<file path="src/rtl/ice40_stage_sequencer_pkg.sv">
// Shared definitions for the N-stage core sequencer: FSM state encoding
// and the width helper used to size the saturating counters.
package ice40_stage_sequencer_pkg;

    // state     | meaning
    // ST_INIT   | waiting for core init, model load and all stages idle
    // ST_IDLE   | no frame requested, core clock masked
    // ST_SEL    | choose the next enabled stage (skips disabled ones)
    // ST_RUN    | start raised, waiting for the stage to drop done
    // ST_WAIT_DONE | stage running, waiting for done to return high
    // ST_BUDGET | frame work finished, holding until the frame period elapses
    // ST_ERR    | one cycle after a watchdog expiry, then back to idle
    typedef enum logic [2:0] {
        ST_INIT      = 3'd0,
        ST_IDLE      = 3'd1,
        ST_SEL       = 3'd2,
        ST_RUN       = 3'd3,
        ST_WAIT_DONE = 3'd4,
        ST_BUDGET    = 3'd5,
        ST_ERR       = 3'd6
    } seq_state_t;

    localparam int MAX_STAGES = 8;

    // Bits needed to hold 0..max_val, never less than one.
    function automatic int cnt_width(input int max_val);
        return (max_val < 1) ? 1 : $clog2(max_val + 1);
    endfunction

endpackage

</file>
<file path="src/rtl/ice40_stage_sequencer_sat_counter.sv">
// Up-counter that clears on request and holds once it reaches MAX.
module ice40_sat_counter #(
    parameter int WIDTH = 8,
    parameter int MAX   = 255
) (
    input  logic             clk,
    input  logic             resetn,
    input  logic             clr,
    input  logic             en,
    output logic [WIDTH-1:0] cnt,
    output logic             at_max
);

    assign at_max = (cnt == WIDTH'(MAX));

    // count up while enabled, sticking at MAX; clear has priority
    always_ff @(posedge clk) begin
        if (!resetn) begin
            cnt <= '0;
        end else if (clr) begin
            cnt <= '0;
        end else if (en && !at_max) begin
            cnt <= cnt + WIDTH'(1);
        end
    end

endmodule

</file>
<file path="src/rtl/ice40_stage_sequencer.sv">
// Frame sequencer for the gated processing core: after init it walks the
// enabled stages in order with a start/done handshake, enforces a minimum
// frame period and a per-stage watchdog, and gates the core clock in idle.
module ice40_stage_sequencer
    import ice40_stage_sequencer_pkg::*;
#(
    parameter int                    NUM_STAGES     = 2,
    parameter logic [NUM_STAGES-1:0] STAGE_EN       = {NUM_STAGES{1'b1}},
    parameter logic                  EN_CLKMASK     = 1'b1,
    parameter int                    BUDGET_CYCLES  = 0,
    parameter int                    TIMEOUT_CYCLES = 0
) (
    input  logic                  i_clk_in,
    input  logic                  resetn,
    input  logic                  i_init_done,
    input  logic                  i_load_done,
    input  logic                  i_active,
    input  logic [NUM_STAGES-1:0] i_done,
    output logic [NUM_STAGES-1:0] o_start,
    output logic                  o_clk_en,
    output logic                  o_init,
    output logic                  o_busy,
    output logic                  o_timeout,
    output logic [2:0]            o_err_stage,
    output logic                  o_overrun
);

    localparam int BUD_W  = cnt_width(BUDGET_CYCLES);
    localparam int BUD_M1 = (BUDGET_CYCLES > 0) ? BUDGET_CYCLES - 1 : 0;
    localparam int WD_W   = cnt_width(TIMEOUT_CYCLES);
    localparam int WD_M1  = (TIMEOUT_CYCLES > 0) ? TIMEOUT_CYCLES - 1 : 0;
    localparam logic [2:0] LAST_IDX = 3'(NUM_STAGES - 1);
    localparam logic [MAX_STAGES-1:0] EN_PAD = MAX_STAGES'(STAGE_EN);

    seq_state_t            state;
    logic [2:0]            idx;
    logic                  init_q;
    logic                  load_q;
    logic [NUM_STAGES-1:0] done_q;
    logic [MAX_STAGES-1:0] done_pad;
    logic [MAX_STAGES-1:0] start_oh;
    logic                  last_stage;

    logic             b_clr;
    logic [BUD_W-1:0] b_cnt;
    logic             b_at_max;
    logic             budget_met;
    logic             wd_clr;
    logic [WD_W-1:0]  wd_cnt;
    logic             wd_at_max;
    logic             wd_hit;

    assign done_pad   = MAX_STAGES'(done_q);
    assign start_oh   = MAX_STAGES'(1) << idx;
    assign last_stage = (idx == LAST_IDX);

    // Decisions use the registered count, so the current cycle is counted
    // by comparing against limit-1: the frame period lands exactly on budget
    // and the watchdog fires on the TIMEOUT_CYCLES-th running cycle.
    assign budget_met = b_at_max || (b_cnt == BUD_W'(BUD_M1));
    assign wd_hit     = (TIMEOUT_CYCLES != 0) && (wd_at_max || (wd_cnt == WD_W'(WD_M1)));

    assign b_clr  = (state inside {ST_INIT, ST_IDLE, ST_ERR}) || ((state == ST_BUDGET) && budget_met);
    assign wd_clr = !(state inside {ST_RUN, ST_WAIT_DONE});

    ice40_sat_counter #(.WIDTH(BUD_W), .MAX(BUDGET_CYCLES)) u_budget_cnt (
        .clk    (i_clk_in),
        .resetn (resetn),
        .clr    (b_clr),
        .en     (1'b1),
        .cnt    (b_cnt),
        .at_max (b_at_max)
    );

    ice40_sat_counter #(.WIDTH(WD_W), .MAX(TIMEOUT_CYCLES)) u_wd_cnt (
        .clk    (i_clk_in),
        .resetn (resetn),
        .clr    (wd_clr),
        .en     (1'b1),
        .cnt    (wd_cnt),
        .at_max (wd_at_max)
    );

    // sequencing FSM with input sync and all outputs registered
    always_ff @(posedge i_clk_in) begin
        if (!resetn) begin
            state       <= ST_INIT;
            idx         <= '0;
            init_q      <= 1'b0;
            load_q      <= 1'b0;
            done_q      <= '0;
            o_start     <= '0;
            o_clk_en    <= 1'b1;
            o_init      <= 1'b0;
            o_busy      <= 1'b0;
            o_timeout   <= 1'b0;
            o_err_stage <= '0;
            o_overrun   <= 1'b0;
        end else begin
            init_q    <= i_init_done;
            load_q    <= i_load_done;
            done_q    <= i_done;
            o_init    <= 1'b1;
            o_timeout <= 1'b0;
            o_overrun <= 1'b0;
            o_busy    <= state inside {ST_SEL, ST_RUN, ST_WAIT_DONE, ST_BUDGET};
            o_clk_en  <= !EN_CLKMASK || (state != ST_IDLE);
            o_start   <= (state inside {ST_RUN, ST_WAIT_DONE}) ? start_oh[NUM_STAGES-1:0] : '0;
            case (state)
                ST_INIT: begin
                    if (init_q && load_q && (&done_q)) state <= ST_IDLE;
                end
                ST_IDLE: begin
                    if (i_active) begin
                        state <= ST_SEL;
                        idx   <= '0;
                    end
                end
                ST_SEL: begin
                    if (EN_PAD[idx]) state <= ST_RUN;
                    else if (last_stage) state <= ST_BUDGET;
                    else idx <= idx + 3'd1;
                end
                ST_RUN: begin
                    if (!done_pad[idx]) begin
                        state <= ST_WAIT_DONE;
                    end else if (wd_hit) begin
                        state       <= ST_ERR;
                        o_start     <= '0;
                        o_timeout   <= 1'b1;
                        o_err_stage <= idx;
                    end
                end
                ST_WAIT_DONE: begin
                    if (done_pad[idx]) begin
                        if (last_stage) begin
                            state     <= ST_BUDGET;
                            o_overrun <= (BUDGET_CYCLES != 0) && budget_met;
                        end else begin
                            state <= ST_SEL;
                            idx   <= idx + 3'd1;
                        end
                    end else if (wd_hit) begin
                        state       <= ST_ERR;
                        o_start     <= '0;
                        o_timeout   <= 1'b1;
                        o_err_stage <= idx;
                    end
                end
                ST_BUDGET: begin
                    if (budget_met) begin
                        if (i_active) begin
                            state <= ST_SEL;
                            idx   <= '0;
                        end else begin
                            state <= ST_IDLE;
                        end
                    end
                end
                ST_ERR: state <= ST_IDLE;
                default: state <= ST_INIT;
            endcase
        end
    end

endmodule

</file>
<file path="config.mk">
export PLATFORM = sky130hd
export DESIGN_NAME = ice40_stage_sequencer
export DESIGN_NICKNAME = d
export VERILOG_FILES = /design/src/rtl/ice40_stage_sequencer_pkg.sv /design/src/rtl/ice40_stage_sequencer_sat_counter.sv /design/src/rtl/ice40_stage_sequencer.sv
export SDC_FILE = /design/constraint.sdc
export NUM_CORES = 1
export LEC_CHECK = 0
export BUFFER_PORTS_ARGS = -buffer_cell sky130_fd_sc_hd__buf_2
export CAP_MARGIN = 20
export CORE_UTILIZATION = 57
export DETAILED_ROUTE_END_ITERATION = 7
export GPL_TIMING_DRIVEN = 0
export MAX_ROUTING_LAYER = met4
export PLACE_DENSITY = 0.82
export SLEW_MARGIN = 10
export SYNTH_ARGS = -nofsm -noshare
export SYNTH_HDL_FRONTEND = slang
export SYNTH_SLANG_ARGS = --single-unit
</file>
<file path="constraint.sdc">
create_clock -name i_clk_in -period 3.3 [get_ports i_clk_in]
set_input_delay 0.495 -clock i_clk_in [delete_from_list [all_inputs] [get_ports i_clk_in]]
set_output_delay 0.495 -clock i_clk_in [all_outputs]
set_load 0.05 [all_outputs]
</file>
== After elaboration in Yosys (flattened, before gate mapping) ==
Memories as Yosys holds them, arrays and structs flattened. A register that Yosys moved wholly into a read port is not among the register bits.
Cells that the tools add are included.

* Add/subtract/negate cells: 2
* $lt $le $gt $ge: 1
* Equal/unequal tests: 15
* Shifts and indexed selects: 1
* Muxes and demuxes: 22
* Bitwise operators: 2
* Reduce and logical (&&, ||, !) cells: 14

{| class="wikitable"
|+ Operators by type and width
! kind !! count
|-
| 2-to-1 mux 3 bit || 15
|-
| case mux 3 bit (7 select lines) || 1
|-
| case mux 3 bit (4 select lines) || 1
|-
| == test 3 bit (second input constant) || 3
|-
| inequality test 2 bit (second input constant) || 4
|-
| nonzero test 4 bit || 2
|-
| == test 3 x 1 -> 1 bit (second input constant) || 2
|-
| == test 3 x 2 -> 1 bit (second input constant) || 2
|-
| AND reduction 6 bit || 1
|-
| less-than comparator 3 x 4 -> 1 bit (second input constant) || 1
|-
| inequality test 2 x 1 -> 1 bit (second input constant) || 2
|-
| AND reduction 2 bit || 2
|-
| AND reduction 4 bit || 1
|-
| adder 3 x 1 -> 3 bit (second input constant) || 1
|-
| binary-select mux 1 bit (select 3 bit) || 1
|-
| logical AND 1 bit || 3
|-
| zero test 3 bit || 1
|-
| 2-to-1 mux 1 bit || 3
|-
| inequality test 3 x 1 -> 1 bit (second input constant) || 1
|-
| inequality test 3 x 2 -> 1 bit (second input constant) || 1
|-
| nonzero test 3 bit || 1
|-
| OR reduction 3 bit || 1
|-
| left shift 1 x 3 -> 2 bit (first input constant) || 1
|-
| 2-to-1 mux 2 bit || 1
|-
| 4 further kinds || 5
|}

* Flip-flop bits (word level): 16
* Bits in read-only memories: 8
* Input bits: 7
* Output and inout port bits: 10
* Logic and storage cells: 68
* Memories: 1

{| class="wikitable"
|+ Memories
! name !! depth !! width !! rd ports !! clocked after memory_dff !! wr ports !! RTL line !! text
|-
| (name not given) || 8 || 1 || 1 || 1 || 0 || ice40_stage_sequencer.sv:120 || <nowiki>if (EN_PAD[idx]) state <= ST_RUN;</nowiki>
|}

== Logic depth before layout (Yosys ltp) ==
* Word-level depth: 6
* Gate-level depth with buffers: 7
* Mapped depth without buffers: 7

== Hierarchy ==
Synthesis repeated with hierarchy kept, for this count alone.

* Cells, all modules: 115
* Area total of the unflattened synthesis: 1,078.5 µm²

{| class="wikitable"
|+ Modules (own cells, without submodules)
! module !! times used !! cells an instance !! area an instance (µm²) !! seq. area each (µm²)
|-
| ice40_stage_sequencer || 1 || 112 || 1,042.2 || 320.3
|-
| ice40_sat_counter || 1 || 3 || 36.3 || 20.0
|}

== Worst setup path before layout ==
OpenSTA, ideal clock, no wires.

* Path type: reg-to-reg
* Start: register idx[1]
* End: register idx[1]
* Library setup time: 0.092 ns
* Arrival: 1.504 ns
* Required time: 3.208 ns
* Path slack: 1.704 ns
* Cell stages (with the launch flop): 6
* Buffers on the path: 0
* Clock period less this slack: 1.596 ns
* Path through: dfxtp_1 > inv_1 > ha_1 > and2b_2 > or3b_1 > o32ai_1

* Word-level cells in the longest chain between the ends: 4
* Elaborated cells between the ends (all ways): 12
* Classes of those cells: add/sub: 1; eq/ne: 2; mux: 8; reduce/logical: 1

{| class="wikitable"
|+ RTL lines
! element !! RTL line !! text
|-
| from (decl) || ice40_stage_sequencer.sv:36 || <nowiki>logic [2:0] idx;</nowiki>
|-
| from (signal assigned) || ice40_stage_sequencer.sv:122 || <nowiki>else idx <= idx + 3'd1;</nowiki>
|-
| from (signal assigned) || ice40_stage_sequencer.sv:141 || <nowiki>idx <= idx + 3'd1;</nowiki>
|-
| adder 3 x 1 -> 3 bit, or another cell as far along || ice40_stage_sequencer.sv:122, ice40_stage_sequencer.sv:141 ||
|-
| 2-to-1 mux 3 bit or 2-to-1 mux 1 bit (tied branches) || ice40_stage_sequencer.sv:121, ice40_stage_sequencer.sv:136, ice40_stage_sequencer.sv:135 ||
|-
| 2-to-1 mux 3 bit, or another cell as far along || ice40_stage_sequencer.sv:135 || <nowiki>if (done_pad[idx]) begin</nowiki>
|-
| case mux 3 bit (4 select lines) or AND reduction 4 bit (tied branches) || n/a ||
|}

Several ways; a longest one is shown, not always the timed one. The select of a mux whose other input is x is not followed.
A chain may end at the register's enable or synchronous reset.

== Worst setup path in the final report ==
* Start: register idx[0]
* End: register state[0]

* Word-level cells in the longest chain between the ends: 4
* Elaborated cells between the ends (all ways): 10
* Classes of those cells: eq/ne: 4; mux: 5; reduce/logical: 1

{| class="wikitable"
|+ RTL lines
! element !! RTL line !! text
|-
| binary-select mux 1 bit (select 3 bit) or == test 3 x 1 -> 1 bit (tied branches) || ice40_stage_sequencer.sv:125, ice40_stage_sequencer.sv:135, ice40_stage_sequencer.sv:55 ||
|-
| 2-to-1 mux 1 bit (not written as such) or 2-to-1 mux 3 bit (tied branches) || ice40_stage_sequencer.sv:125, ice40_stage_sequencer.sv:135, ice40_stage_sequencer.sv:136 ||
|-
| inequality test 2 x 1 -> 1 bit (no source line), or another cell as far along || n/a ||
|-
| AND reduction 6 bit (no source line) or case mux 3 bit (7 select lines) (tied branches) || n/a ||
|-
| to (signal assigned) || ice40_stage_sequencer.sv:126 || <nowiki>state <= ST_WAIT_DONE;</nowiki>
|-
| to (signal assigned) || ice40_stage_sequencer.sv:128 || <nowiki>state <= ST_ERR;</nowiki>
|-
| to (signal assigned) || ice40_stage_sequencer.sv:137 || <nowiki>state <= ST_BUDGET;</nowiki>
|-
| to (decl) || ice40_stage_sequencer.sv:35 || <nowiki>seq_state_t state;</nowiki>
|}

Several ways; a longest one is shown, not always the timed one. The select of a mux whose other input is x is not followed.

==> results.md <==
- The register area share after synthesis is 37.4%.
- The sort of element at the end of the critical path is a flip-flop.
- In this run the cell area of the synthesized design comes to 910 um^2.
- The total grt overflow is 0.
- Walking the worst path, the cells encountered are ha_1 > nand2b_1 > a32o_1 > a211oi_2 > a21oi_1 > a311oi_1.
- The clock root buffer is clkbuf_4.
- In the final routed layout, each cell accounts on average for 12.9 um.
- The final-report hold violation count came to 0.
- The number of instances on the worst hold path is 1.
- The setup clock skew after layout is 0.00553 ns.
- At the worst endpoint, the required time is 3.51 ns.
- The sum of routed wire length over all layers is 1750 um.
- The horizontal die dimension is 41.9 um.
- The maximum count of clock buffers along a single path is 2.
- Entering global routing, the biggest net connects 11 pins.
- 0 antenna diodes ended up in the layout.
- The routability congestion estimate is 0.836.
- The clock net in this run drives a total of 17 sinks.
- The simple-gate share of the synthesized area is 24.5%.
- In this design, the stage delay of the slowest critical-path cell is 0.48 ns.
- The library cell occupying the most area in the post-synthesis netlist is dfxtp_1.
- The number of antenna violations at the first check in global routing was 0.
- The critical path is of the reg -> reg type.
- The TritonCTS clock tree is done.
- The count of instances resized after the clock tree is built is 0.
- The dominant combinational cell family by area after synthesis is simple AND/OR/NAND/NOR gates.
- The count of max-cap constraint violations is 0.
- The relative area change from synthesis to final layout is 13.2%.
- At the later pin of the worst-skew pair, clock insertion delay measures 0.29 ns.
- The count of buffers from port buffering is 11.
- The sort of element at the start of the critical path is a flip-flop.
- For flop-to-flop paths, the worst setup slack is 1.44 ns.
- The total CTS buffers is 3.
- The cell depth of the worst flop-to-flop path is 6.
- The final layout contains 130 nets.
- The first detailed-routing pass took 4 iterations.
- In this run the worst setup path terminates at state[0].
- Among all flip-flop cells after synthesis, the most frequent one is dfxtp_1.
- Across the VDD grid, the largest voltage drop is 0.317 mV.
- In this run the mean area of a mapped cell was 9.10 um^2.
- Setup repair after global routing left no endpoint under its margin.
- The max-slew violation total from the final report is 0.
- The synthesized design devotes to its leading area cell type 37.4% of total area.
- For this run, the total global-route usage over all layers was measured as 22.6%.
- The source of the worst register-to-register timing path is idx[0].
- The post-route minimum period is 1.86 ns.
- CTS built an H-tree with a depth of 1.
- Summed over all failing endpoints, the final setup total negative slack is 0 ns.
- The power density over cell area is 476 nW/um^2.
- Synthesis produced a netlist whose cell count is 100.
- The post-synthesis share of cell area spent on full adders, half adders and majority gates is 2.75%.
- Buffers added to address setup during post-CTS repair amount to 0.
- The XOR/XNOR share of the synthesized area is 0%.
- After legalization and detailed placement, the total HPWL measured 1310 um.
- The number of buffers inserted for hold repair after clock tree synthesis is 0.
- Ranked by total cell area, the synthesized netlist is headed by dfxtp_1 37%, nor2_1 4.5%, buf_4 4.1%.
- Summing the areas of all compound-gate instances in the mapped netlist gives 21.7% of the synthesized area.
- The starting density of the core is 60.4%.
- Yosys printed 0 warnings.
- Summed over all cells, the static leakage comes to 0.399 nW.
- Tracing the worst setup path back leads to its startpoint at idx[0].
- Yosys mapped a number of flops with a built-in enable equal to 0.
- The number of DRC markers in iteration 0 is 37.
- The number of global-route vias before repair is 702.
- The run finished with clean final reports.
- The global-route wire length before repair is 2880 um.
- The vertical extent of the die is 41.9 um.
- Measured against the total synthesized area, the mux share comes to 1.10%.
- The number of different library cells used by synthesis comes to 38.
- Summing over every cut layer, the via total after detailed routing is 800.
- The final clock period utilization by the worst path is 56.4%.
- The sum of internal, switching and leakage power is 0.000490 W.
- Clock-pin slew was measured on the worst setup and hold paths at 0.10 ns.
- The die covers 1760 um^2.
- The largest fanout on the critical path is 6.
- The data arrival at the endpoint of the critical path is 2.07 ns.
- The flip-flop and latch count after synthesis is 17.
- Using the TritonRoute via totals, the vias-per-cell ratio works out to 5.88.
- The antenna violation net count after detailed routing is 0.
- The path class of the tightest hold or removal check is in -> reg.
- The final setup violation count is 0.
- The I/O pin count is 17.
- The largest individual stage delay along the critical path comes from the cell dfxtp_1.
- After floorplanning, the core was divided into 14 placement rows.
- After synthesis, the share of flip-flops with an asynchronous set or reset is 0%.
- In the routed design, unresolved DRC markers number 0.
- The achievable frequency is 537 MHz.
- The endpoint of the most critical register-to-register path is state[0].
- The fraction of final layout cells sized beyond drive strength 1 is 27.5%.
- After floorplanning, the core was sized to cover 1510 um^2.
-- cell families after synthesis --
logic type | count (synthesis)
buf+inv | 14
mux | 1
flops | 17
fa+ha+maj | 2
other cells | 1
compound gates | 27
simple gates | 38
-- stage by stage --
step	instances	instance area, um^2	hold WS [ns]	utilization (%)	worst slack [ns]
2_1_floorplan	105	928	0.467	-	1.70
6_report	136	1030	0.393	68.4	1.44
4_1_cts	136	1030	0.389	68.4	1.48
3_3_place_gp	132	1000	0.511	66.6	1.52
5_1_grt	136	1030	0.390	68.4	1.31
3_5_place_dp	132	1000	0.522	66.6	1.51
-- worst min-delay path by stage --
stage | start | endpoint | slack [ns]
5_1_grt | resetn | o_init | 0.39
4_1_cts | resetn | o_init | 0.39
3_5_place_dp | idx[0] | o_start[0] | 0.52
2_1_floorplan | idx[0] | o_start[0] | 0.47
3_3_place_gp | idx[0] | o_start[0] | 0.51
6_report | resetn | o_init | 0.39
-- routing by layer --
| metal | GRT usage, % | wire, um | vias to the layer above |
|---|---|---|---|
| met3 | 6.52 | 144 | 6 |
| met2 | 35.9 | 847 | 54 |
| met1 | 25.1 | 733 | 355 |
| met4 | 12.9 | 28 | 0 |
| met5 | - | 0 | - |
| li1 | - | - | 385 |
-- synth_stat cells, types with 3 or more instances --
library cell	instances
a21oi_1	7
and2_1	4
buf_4	5
buf_6	3
dfxtp_1	17
inv_1	4
nand2_1	8
nand3_1	3
nor2_1	11
-- sequential cells by signal (all words and copies together) (netlist names), named ones only --
name / cells
load_q: 1
state: 3
o_start: 2
o_init: 1
o_clk_en: 1
idx: 3
u_budget_cnt.cnt: 1
done_q: 2
init_q: 1
o_busy: 1
-- worst max-delay path, delay by kind of cell (launching register included) --
kind / cells / cell delay [ns]
and+or+nand+nor: 1 / 0.11
AOI/OAI and AO/OA: 4 / 0.90
adders and majority gates: 1 / 0.29
DFF: 1 / 0.48
-- cell type report --
| cell class | instances | area, um^2 |
|---|---|---|
| buffer | 9 | 91.3 |
| clock buffer | 4 | 26.3 |
| fill | 137 | 477 |
| inverter | 5 | 18.8 |
| multi-input combinational | 74 | 478 |
| sequential | 17 | 340 |
| tap | 16 | 20.0 |
| timing repair buffer | 11 | 55.1 |
-- power by group --
group	switching, W	internal, W	total, W
clock network	0.0000641	0.0000471	0.000111
registers	0.00000933	0.000218	0.000227
logic	0.0000959	0.0000558	0.000152
-- placed cells by master (no fill, tap or decap), types with 2 or more instances in the layout --
master,n
dfxtp_1,17
ha_1,2
nand4_1,2
nand2_1,8
inv_1,4
o22ai_1,2
buf_4,5
nand3_1,3
nand2b_1,2
buf_6,3
clkbuf_4,3
o211ai_1,2
o31ai_1,2
nor2_1,11
and2_1,4
a21oi_1,7
o32ai_1,2
conb_1,6
o21ai_0,2
buf_2,11
a21oi_2,2
No activity file was read; power rests on OpenSTA's default activity.
